[config.mk]
export PLATFORM = sky130hd
export DESIGN_NAME = ro_entropy_sampler
export DESIGN_NICKNAME = d
export VERILOG_FILES = /design/src/rtl/ro_sampler_pkg.sv /design/src/rtl/ro_entropy_sampler_sync2.sv /design/src/rtl/ro_entropy_sampler.sv
export SDC_FILE = /design/constraint.sdc
export NUM_CORES = 1
export LEC_CHECK = 0
export ABC_AREA = 1
export CAP_MARGIN = 20
export CORE_ASPECT_RATIO = 0.7
export CORE_MARGIN = 5
export CORE_UTILIZATION = 64
export CTS_BUF_LIST = sky130_fd_sc_hd__clkbuf_4
export DETAILED_ROUTE_END_ITERATION = 6
export GPL_TIMING_DRIVEN = 0
export MAX_ROUTING_LAYER = met4
export PLACE_DENSITY = 0.87
export SLEW_MARGIN = 40
export SYNTH_ARGS = -nofsm -noshare
export SYNTH_HDL_FRONTEND = slang
export SYNTH_SLANG_ARGS = --single-unit
[constraint.sdc]
create_clock -name clk -period 7.6 [get_ports clk]
set_input_delay 1.52 -clock clk [delete_from_list [all_inputs] [get_ports clk]]
set_output_delay 1.52 -clock clk [all_outputs]
set_load 0.01 [all_outputs]
[src/rtl/ro_sampler_pkg.sv]
// Shared types and default parameter values for the ring-oscillator
// entropy sampler.
package ro_sampler_pkg;

  typedef enum logic [1:0] {
    IDLE   = 2'd0,
    WARMUP = 2'd1,
    RUN    = 2'd2,
    FAULT  = 2'd3
  } ro_state_e;

  localparam int DEF_WORD_W     = 8;
  localparam int DEF_SAMPLE_DIV = 16;
  localparam int DEF_WARMUP_CYC = 64;
  localparam int DEF_REP_LIMIT  = 32;

endpackage

[src/rtl/ro_entropy_sampler_sync2.sv]
// Two-flop synchroniser for one asynchronous oscillator output.
module sync2
  import ro_sampler_pkg::*;
(
  input  logic clk,
  input  logic rst_n,
  input  logic d,
  output logic q
);

  logic meta_r;
  logic sync_r;

  // two-stage capture of an asynchronous level
  always_ff @(posedge clk or negedge rst_n) begin
    if (!rst_n) begin
      meta_r <= 1'b0;
      sync_r <= 1'b0;
    end else begin
      meta_r <= d;
      sync_r <= meta_r;
    end
  end

  assign q = sync_r;

endmodule

[src/rtl/ro_entropy_sampler.sv]
// Ring-oscillator entropy sampler: synchronises and XORs four oscillator
// outputs, samples at a divided rate, packs bits LSB-first into words on a
// valid/ready stream, and locks out on a repetition-count health failure.
// Optional macro RO_SAMPLER_VN_EN enables Von Neumann debiasing of samples.
module ro_entropy_sampler
  import ro_sampler_pkg::*;
#(
  parameter int WORD_W     = DEF_WORD_W,
  parameter int SAMPLE_DIV = DEF_SAMPLE_DIV,
  parameter int WARMUP_CYC = DEF_WARMUP_CYC,
  parameter int REP_LIMIT  = DEF_REP_LIMIT
) (
  input  logic              clk,
  input  logic              rst_n,
  input  logic              en,
  output logic              osc_en,
  input  logic              f0,
  input  logic              f1,
  input  logic              f2,
  input  logic              f3,
  output logic [WORD_W-1:0] data,
  output logic              valid,
  input  logic              ready,
  output logic              fault
);

  localparam int DIV_W  = $clog2(SAMPLE_DIV);
  localparam int WARM_W = $clog2(WARMUP_CYC + 1);
  localparam int REP_W  = $clog2(REP_LIMIT + 1);
  localparam int CNT_W  = $clog2(WORD_W + 1);

  logic [3:0]        f_sync_s;
  logic              raw_s;
  ro_state_e         state_r;
  ro_state_e         state_nxt_s;
  logic [DIV_W-1:0]  div_r;
  logic [WARM_W-1:0] warm_r;
  logic [REP_W-1:0]  rep_r;
  logic [REP_W-1:0]  rep_nxt_s;
  logic              prev_r;
  logic              tick_s;
  logic              trip_s;
  logic              clear_s;
  logic              acc_s;
  logic              acc_bit_s;
  logic [WORD_W-1:0] shift_r;
  logic [CNT_W-1:0]  cnt_r;
  logic              full_s;
  logic              load_s;
  logic [WORD_W-1:0] data_r;
  logic              valid_r;
  logic              osc_en_r;
  logic              fault_r;
  logic              osc_en_nxt_s;
  logic              fault_nxt_s;

  sync2 u_sync0 (.clk(clk), .rst_n(rst_n), .d(f0), .q(f_sync_s[0]));
  sync2 u_sync1 (.clk(clk), .rst_n(rst_n), .d(f1), .q(f_sync_s[1]));
  sync2 u_sync2 (.clk(clk), .rst_n(rst_n), .d(f2), .q(f_sync_s[2]));
  sync2 u_sync3 (.clk(clk), .rst_n(rst_n), .d(f3), .q(f_sync_s[3]));

  assign raw_s  = ^f_sync_s;
  assign tick_s = (state_r == RUN) && (div_r == DIV_W'(SAMPLE_DIV - 1));
  assign full_s = (cnt_r == CNT_W'(WORD_W));
  assign load_s = full_s && (!valid_r || ready);

  // repetition count after this tick; a tick that reaches the limit trips
  always_comb begin
    if ((rep_r == '0) || (raw_s != prev_r)) begin
      rep_nxt_s = REP_W'(1);
    end else begin
      rep_nxt_s = rep_r + REP_W'(1);
    end
    trip_s = tick_s && (rep_nxt_s == REP_W'(REP_LIMIT));
  end

  // state register
  always_ff @(posedge clk or negedge rst_n) begin
    if (!rst_n) begin
      state_r <= IDLE;
    end else begin
      state_r <= state_nxt_s;
    end
  end

  // next-state logic; dropping en always returns to IDLE
  always_comb begin
    state_nxt_s = state_r;
    if (!en) begin
      state_nxt_s = IDLE;
    end else begin
      case (state_r)
        IDLE:    state_nxt_s = WARMUP;
        WARMUP: begin
          if (warm_r == WARM_W'(WARMUP_CYC - 1)) begin
            state_nxt_s = RUN;
          end else begin
            state_nxt_s = WARMUP;
          end
        end
        RUN: begin
          if (trip_s) begin
            state_nxt_s = FAULT;
          end else begin
            state_nxt_s = RUN;
          end
        end
        FAULT:   state_nxt_s = FAULT;
        default: state_nxt_s = IDLE;
      endcase
    end
  end

  // output decode from the upcoming state so the outputs leave registers
  always_comb begin
    osc_en_nxt_s = (state_nxt_s == WARMUP) || (state_nxt_s == RUN);
    fault_nxt_s  = (state_nxt_s == FAULT);
    clear_s      = (state_nxt_s != RUN);
  end

  // registered oscillator enable and fault flag
  always_ff @(posedge clk or negedge rst_n) begin
    if (!rst_n) begin
      osc_en_r <= 1'b0;
      fault_r  <= 1'b0;
    end else begin
      osc_en_r <= osc_en_nxt_s;
      fault_r  <= fault_nxt_s;
    end
  end

  // warmup, sample divider and repetition counters
  always_ff @(posedge clk or negedge rst_n) begin
    if (!rst_n) begin
      warm_r <= '0;
      div_r  <= '0;
      rep_r  <= '0;
      prev_r <= 1'b0;
    end else begin
      if ((state_r == WARMUP) && (state_nxt_s == WARMUP)) begin
        warm_r <= warm_r + WARM_W'(1);
      end else begin
        warm_r <= '0;
      end
      if ((state_r == RUN) && (state_nxt_s == RUN)) begin
        div_r <= tick_s ? '0 : div_r + DIV_W'(1);
      end else begin
        div_r <= '0;
      end
      if (clear_s) begin
        rep_r  <= '0;
        prev_r <= 1'b0;
      end else if (tick_s) begin
        rep_r  <= rep_nxt_s;
        prev_r <= raw_s;
      end
    end
  end

`ifdef RO_SAMPLER_VN_EN
  logic phase_r;
  logic first_r;

  // pair phase and first bit of the current Von Neumann pair
  always_ff @(posedge clk or negedge rst_n) begin
    if (!rst_n) begin
      phase_r <= 1'b0;
      first_r <= 1'b0;
    end else if (clear_s) begin
      phase_r <= 1'b0;
      first_r <= 1'b0;
    end else if (tick_s) begin
      phase_r <= ~phase_r;
      if (!phase_r) begin
        first_r <= raw_s;
      end
    end
  end

  // an unequal pair yields its first bit; equal pairs are discarded
  always_comb begin
    acc_bit_s = first_r;
    if (tick_s && !trip_s && phase_r && (first_r != raw_s)) begin
      acc_s = 1'b1;
    end else begin
      acc_s = 1'b0;
    end
  end
`else
  // every tick that does not trip the health test contributes its raw bit
  always_comb begin
    acc_s     = tick_s && !trip_s;
    acc_bit_s = raw_s;
  end
`endif

  // shift register packing LSB-first, output register and handshake
  always_ff @(posedge clk or negedge rst_n) begin
    if (!rst_n) begin
      shift_r <= '0;
      cnt_r   <= '0;
      data_r  <= '0;
      valid_r <= 1'b0;
    end else if (clear_s) begin
      shift_r <= '0;
      cnt_r   <= '0;
      data_r  <= '0;
      valid_r <= 1'b0;
    end else if (load_s) begin
      data_r  <= shift_r;
      valid_r <= 1'b1;
      if (acc_s) begin
        shift_r <= {acc_bit_s, {(WORD_W - 1){1'b0}}};
        cnt_r   <= CNT_W'(1);
      end else begin
        shift_r <= '0;
        cnt_r   <= '0;
      end
    end else begin
      if (valid_r && ready) begin
        valid_r <= 1'b0;
      end
      if (acc_s && !full_s) begin
        shift_r <= {acc_bit_s, shift_r[WORD_W-1:1]};
        cnt_r   <= cnt_r + CNT_W'(1);
      end
    end
  end

  assign osc_en = osc_en_r;
  assign fault  = fault_r;
  assign data   = data_r;
  assign valid  = valid_r;

endmodule

==> impl_metrics.py, run 1 <==
metrics = {
    "power_and_ir_drop": {
        "p_int_mw": 0.353,
        "ir_worst_vdd_v": 0.000152,
        "p_leak_nw": 1.24,
        "power_switching_mw": 0.0928,
        "power_mw": 0.446,
        "swShare_pct": 20.8,
        "cellPowerDensity_nw_per_um2": 165,
        "clockPowerShare_pct": 34.0,
        "pwr-share-comb_pct": 4.0,
        "seqPwrFrac_pct": 62.0,
    },
    "layout": {
        "drive_above_1_share_pct": 8.87,
        "syn_to_final_growth_pct": 14.2,
        "antenna_cells": 0,
        "fin_cells": 343,
        "fin_nets": 310,
        "design_area_um2": 2700,
    },
    "logic_synthesis": {
        "synth_area_um2": 2370,
        "ys_ff_latch": 51,
        "syn_nets": 284,
        "yosys_warnings": 0,
        "ys_seq_area_share_pct": 53.9,
        "synth_cell_types": 33,
        "syn-mean-instance-area_um2": 8.86,
        "netlist_instances": 267,
    },
    "cts": {
        "cts_tree": "done",
        "clkTransAtPathRegs_ns": 0.12,
        "cts_hold_buf": 0,
        "clockBufferDepth": 2,
        "clock-sinks": 51,
        "cts-root-buf": "clkbuf_4",
        "cts_buffers": 5,
        "ctsResizeCount": 0,
        "htreeDepth": 2,
        "clock_latency_ns": 0.37,
        "cts_setup_buffers": 0,
    },
    "placed_design": {
        "placed_area_um2": 2630,
        "post-place-cells": 336,
        "gp_congestion": 0.922,
        "port_buffers": 18,
        "dp_hpwl_um": 3210,
    },
    "routing": {
        "drt_pre_antenna_iters": 5,
        "drt-initial-drc-count": 153,
        "postRouteAntennaNets": 0,
        "routedWlPerCell_um": 12.6,
        "routed-via-count": 1810,
        "drt-total-wl_um": 4340,
        "viasPerCell": 5.28,
        "drc": 0,
    },
    "floorplan": {
        "start_util_pct": 66.9,
        "core_um2": 3540,
        "die-height_um": 60.9,
        "chipWidth_um": 82.7,
        "io_pins": 19,
        "fp-row-count": 18,
        "die_area_um2": 5030,
    },
    "sta": {
        "clock.fmax_mhz": 298,
        "slew-limit-headroom_pct": 79.1,
        "timing.final.crit_share_pct": 44.1,
        "post-route-min-period_ns": 3.35,
        "finalHoldWorstSlack_ns": 0.361,
        "finalSetupTns_ns": 0,
        "drv_slew": 0,
        "hold_viol_final": 0,
        "setup_violations": 0,
        "tightest_slew_ns": 0.311,
        "clock_skew_ns": 0.0166,
        "rsz0062_at_grt": "no",
    },
    "worst_setup_path": {
        "max_stage_delay_ns": 0.45,
        "path_depth": 10,
        "start_kind": "input pin",
        "critical_path.top_delay_family": "buffers and inverters",
        "cp_slowest_cell": "clkdlybuf4s50_1",
        "crit_chain": "clkdlybuf4s50_1 > inv_1 > nor2_1 > ha_1 > inv_2 > nor3_2 > inv_1 > nor2_2 > nand2_1 > o21ai_0",
        "r2r_setup_slack_ns": 4.53,
        "r2r_cells": 17,
        "reg2reg_from": "warm_r[0]$_DFF_PN0_",
        "cp_max_fo": 8,
        "r2r_end": "rep_r[3]$_DFFE_PN0P_",
        "critPathKind": "in -> reg",
        "crit_arrival_ns": 3.62,
        "endpoint_kind": "register",
        "worst_path_most_repeated_cell": "inv_1",
        "required_ns": 7.87,
        "cp.buffers_inverters": 4,
    },
    "grt": {
        "antenna_found_initial": 0,
        "grt_pass1_wl_um": 8070,
        "gr-total-overflow": 0,
        "grt_max_degree": 40,
        "grt_pass1_vias": 1886,
        "grt_use_total_pct": 22.0,
    },
    "hold_path": {
        "hold_depth": 0,
        "worstHoldPathType": "reg -> reg",
        "min-delay-start": "u_sync0.meta_r$_DFF_PN0_",
        "holdPathEnd": "u_sync0.q$_DFF_PN0_",
    },
    "flow_run": {
        "maxCapViolCount": 0,
    },
    "status": {
        "outcome": "finished clean",
    },
}
## cell usage after synthesis (all sizes together)
| cell | count | area share, % |
|---|---|---|
| o22ai | 1 | 0.26 |
| dfrtp | 51 | 54 |
| and3 | 1 | 0.26 |
| nor3 | 3 | 1.3 |
| ha | 9 | 4.8 |
| nand3 | 20 | 4.4 |
| xnor2 | 1 | 0.37 |
| o21ai | 24 | 5.4 |
| or2 | 1 | 0.26 |
| nor3b | 2 | 0.63 |
| nand4 | 4 | 1.3 |
| nand2b | 1 | 0.26 |
| a21oi | 7 | 1.6 |
| nand2 | 63 | 10 |
| xor2 | 3 | 1.1 |
| inv | 45 | 7.4 |
| nor2 | 25 | 4.6 |
| o32ai | 1 | 0.37 |
| buf | 2 | 0.69 |
| nor4 | 3 | 0.79 |
## metal layers
| layer | GRT usage, % | vias to the layer above | wire (um) |
|---|---|---|---|
| li1 | - | 900 | - |
| met1 | 28.2 | 847 | 2050 |
| met2 | 33.3 | 55 | 1980 |
| met3 | 5.34 | 8 | 232 |
| met4 | 10.0 | 0 | 70 |
| met5 | - | - | 0 |
## through the flow
stage	util [%]	setup WS [ns]
2_1_floorplan	-	4.69
3_3_place_gp	73.8	3.60
3_5_place_dp	74.3	3.92
4_1_cts	76.4	4.30
5_1_grt	76.4	4.15
6_report	76.4	4.25
## worst reg2reg max path, delay by kind of cell, from the launching register on
family / cells / cell delay [ns]
AOI/OAI and AO/OA: 4 / 0.65
adders and majority gates: 2 / 0.51
buffers and inverters: 5 / 0.46
DFF: 1 / 0.40
and+or+nand+nor: 6 / 0.97
## placed cells by master (no fill, tap or decap), types with 2 or more instances in the layout
master	Yosys	final
ha_1	9	9
o21ai_2	2	2
nor2_2	3	3
inv_1	43	43
nand3_1	19	19
a21oi_1	6	6
o21ai_1	8	8
xor2_1	3	3
nor3b_1	2	2
o21ai_0	14	14
clkdlybuf4s50_1	0	17
nor2_1	21	21
nand4_1	3	3
clkbuf_4	0	6
dfrtp_1	51	51
nand2_1	61	61
nor4_1	3	3
nand2_2	2	2
## area by class of cell
class                   instances  area (um^2)
plain buffers                   2         16.3
clock buffers                   6         45.0
clock inverters                 1         30.0
fillers                       247          835
inverters                      45          174
multi-input cells             169          900
flip-flops and latches         51         1280
well taps                      50         62.6
repair buffers                 19          198
## flip-flops by register name, summed over array words and instances, names as in the netlist
name            cells
cnt_r               4
data                8
div_r               4
fault               1
osc_en              1
prev_r              1
rep_r               6
shift_r             8
state_r             2
u_sync0.meta_r      1
u_sync0.q           1
u_sync1.meta_r      1
u_sync1.q           1
u_sync2.meta_r      1
u_sync2.q           1
u_sync3.meta_r      1
u_sync3.q           1
valid               1
warm_r              7
## cells by family after synthesis
kind of cell | count (synthesis) | share of synthesized area, %
adders and majority gates | 9 | 4.76
buffers and inverters | 47 | 8.04
DFF | 51 | 53.9
xor gates and xnor gates | 4 | 1.48
and+or+nand+nor | 123 | 24.1
AOI/OAI and AO/OA | 33 | 7.67
## worst max path at each step
stage           from                    to  slack (ns)
2_1_floorplan     en  rep_r[5]$_DFFE_PN0P_        4.69
4_1_cts           en  rep_r[3]$_DFFE_PN0P_        4.30
3_3_place_gp   rst_n  cnt_r[2]$_DFFE_PN0P_        3.60
6_report          en  rep_r[3]$_DFFE_PN0P_        4.25
5_1_grt           en  rep_r[5]$_DFFE_PN0P_        4.15
3_5_place_dp      en  rep_r[5]$_DFFE_PN0P_        3.92
## power groups by stage
stage	clock, mW	combinational, mW	sequential (mW)
2_1_floorplan	0	0.00611	0.282
3_3_place_gp	0	0.0165	0.282
3_5_place_dp	0	0.0180	0.282
4_1_cts	0.155	0.0181	0.277
5_1_grt	0.167	0.0205	0.277
6_report	0.152	0.0176	0.277
Note: power is estimated with default switching activity, not from simulation.
==> run 2, diff against run 1 <==
- CORE_UTILIZATION: 64 -> 54
- PLACE_DENSITY: 0.87 -> 0.78
- clock period: 7.6 -> 2.7 ns (I/O delays scaled with it)
==> run 2 against run 1 <==
Compared with the run above:
- sequential share of layout area down 2.8 points
- global-route usage down 4.7 points
- design area up 6.4%
- register-to-register slack worse by 4.5 ns
- critical path type is now reg -> reg
- clock power rose to 2.8 times the previous value
- clock-buffer cell count down 1
- non-clock buffer count up 11
- largest cell class unchanged
- clock skew down 0.010 ns
- largest power group unchanged
==> impl_metrics.py, run 2 (same netlist as run 1, synthesis figures left out) <==
metrics = {
    "power_and_ir_drop": {
        "cellPowerDensity_nw_per_um2": 440,
        "power_mw": 1.26,
        "p_leak_nw": 1.32,
        "ir_worst_vdd_v": 0.000329,
    },
    "sta": {
        "post-route-min-period_ns": 2.63,
        "tightest_slew_ns": 0.346,
        "hold_viol_final": 0,
        "layout_setup_ws_ns": 0.0691,
        "drv_slew": 0,
        "setup_violations": 0,
        "timing.final.crit_share_pct": 97.4,
        "clock.fmax_mhz": 380,
        "rsz0062_at_grt": "yes",
        "slew-limit-headroom_pct": 76.9,
        "clock_skew_ns": 0.00655,
    },
    "routing": {
        "dr_wl_met3_um": 106,
        "maxUsedRoutingLayer": "met4",
        "routedWlPerCell_um": 12.9,
        "drt-initial-drc-count": 129,
        "m1WireLength_um": 2210,
        "drt-total-wl_um": 4640,
        "drt_pre_antenna_iters": 4,
        "routed-via-count": 1837,
        "viasPerCell": 5.10,
        "drc": 0,
        "postRouteAntennaNets": 0,
        "dr_wl_met2_um": 2270,
    },
    "worst_setup_path": {
        "endpoint_kind": "register",
        "cp_slowest_cell": "dfrtp_1",
        "cp_max_fo": 8,
        "required_ns": 2.99,
        "max_stage_delay_ns": 0.39,
        "start_kind": "register",
        "crit_arrival_ns": 2.92,
        "critPathKind": "reg -> reg",
        "crit_chain": "ha_2 > nand4_1 > nor2_1 > inv_1 > or2_1 > o21ai_1 > inv_1 > a21oi_2 > a21oi_4 > inv_2 > ha_4 > inv_6 > nor3_4 > inv_2 > nor2_4 > nand2_1 > o21ai_1",
    },
    "grt": {
        "gr-total-overflow": 0,
        "grt_use_total_pct": 17.3,
        "grt_max_degree": 38,
        "antenna_found_initial": 0,
        "grt_pass1_wl_um": 7550,
        "grt_pass1_vias": 1694,
    },
    "layout": {
        "antenna_cells": 0,
        "fin_nets": 321,
        "syn_to_final_growth_pct": 21.5,
        "drive_above_1_share_pct": 15.7,
        "fin_util_pct": 67.2,
        "layout.cells.most_common": "nand2_1",
        "final_cell_mix": "nand2_1, dfrtp_1, inv_1",
    },
    "placed_design": {
        "dp_hpwl_um": 3100,
        "gp_congestion": 0.836,
        "dp_slack_ns": -0.251,
        "port_buffers": 18,
    },
    "floorplan": {
        "die_area_um2": 5830,
        "die-height_um": 65.4,
        "fp-row-count": 20,
        "start_util_pct": 55.3,
        "io_pins": 19,
        "core_um2": 4280,
        "chipWidth_um": 89.1,
    },
    "cts": {
        "clockBufferDepth": 2,
        "clock-sinks": 51,
        "cts-root-buf": "clkbuf_4",
        "clkTransAtPathRegs_ns": 0.14,
        "clock_latency_ns": 0.36,
        "htreeDepth": 2,
        "cts_tree": "done",
        "cts_buffers": 5,
    },
    "flow_run": {
        "maxCapViolCount": 0,
    },
    "status": {
        "outcome": "finished clean",
    },
    "hold_path": {
        "worstHoldPathType": "reg -> reg",
    },
}
run 2: routing by layer:
| layer | vias to the layer above | global-route usage, % |
|---|---|---|
| met5 | - | - |
| li1 | 921 | - |
| met3 | 5 | 3.76 |
| met1 | 889 | 22.6 |
| met2 | 22 | 26.8 |
| met4 | 0 | 5.95 |
run 2: where the power goes:
| group | internal (mW) | switching (mW) | leakage [nW] |
|---|---|---|---|
| clock network | 0.191 | 0.238 | 0.0426 |
| registers | 0.773 | 0.00605 | 0.689 |
| logic | 0.0234 | 0.0325 | 0.586 |
| total | 0.987 | 0.277 | 1.32 |
run 2: through the flow:
stage	TNS [ns]	cell area, um^2	cells	hold slack (ns)
finish	0	2870	360	0.361
global route	-0.621	2870	360	0.385
CTS	0	2750	351	0.368
detailed placement	-1.60	2630	341	0.336
global placement	-18.50	2620	340	0.334
floorplan	0	2370	267	0.244
run 2: worst paths after layout:
kind	startpoint	to	slack, ns	depth (start not counted)
worst max register to register	warm_r[1]$_DFF_PN0_	rep_r[2]$_DFFE_PN0P_	0.07	17
worst min-delay path	u_sync3.meta_r$_DFF_PN0_	u_sync3.q$_DFF_PN0_	0.36	0
min in group asynchronous	rst_n	warm_r[0]$_DFF_PN0_	0.55	2
max in group asynchronous	rst_n	cnt_r[2]$_DFFE_PN0P_	1.72	3
worst min register to register	u_sync3.meta_r$_DFF_PN0_	u_sync3.q$_DFF_PN0_	0.36	0
worst max-delay path	warm_r[1]$_DFF_PN0_	rep_r[2]$_DFFE_PN0P_	0.07	17
run 2: what timing repair did:
action,CTS,global route
gates resized for setup,6,17
setup endpoints to repair,27,27
setup buffers,1,9
pin swaps,1,7
hold buffers,1,0
hold endpoints to repair,14,0
run 2: critical path, delay by kind of cell, from the launching register on:
family                   cells  cell delay, ns
AND/OR/NAND/NOR              6            0.92
buffers and inverters        5            0.35
flip-flops                   1            0.39
adder cells (fa/ha/maj)      2            0.36
AO/OA/AOI/OAI                4            0.54
run 2: area by class of cell:
type | instances | area, um^2
inverter | 45 | 179
sequential | 51 | 1280
fill | 348 | 1410
timing repair buffer | 30 | 283
clock inverter | 3 | 38.8
buffer | 2 | 18.8
multi-input combinational | 169 | 972
clock buffer | 5 | 37.5
tap | 55 | 68.8
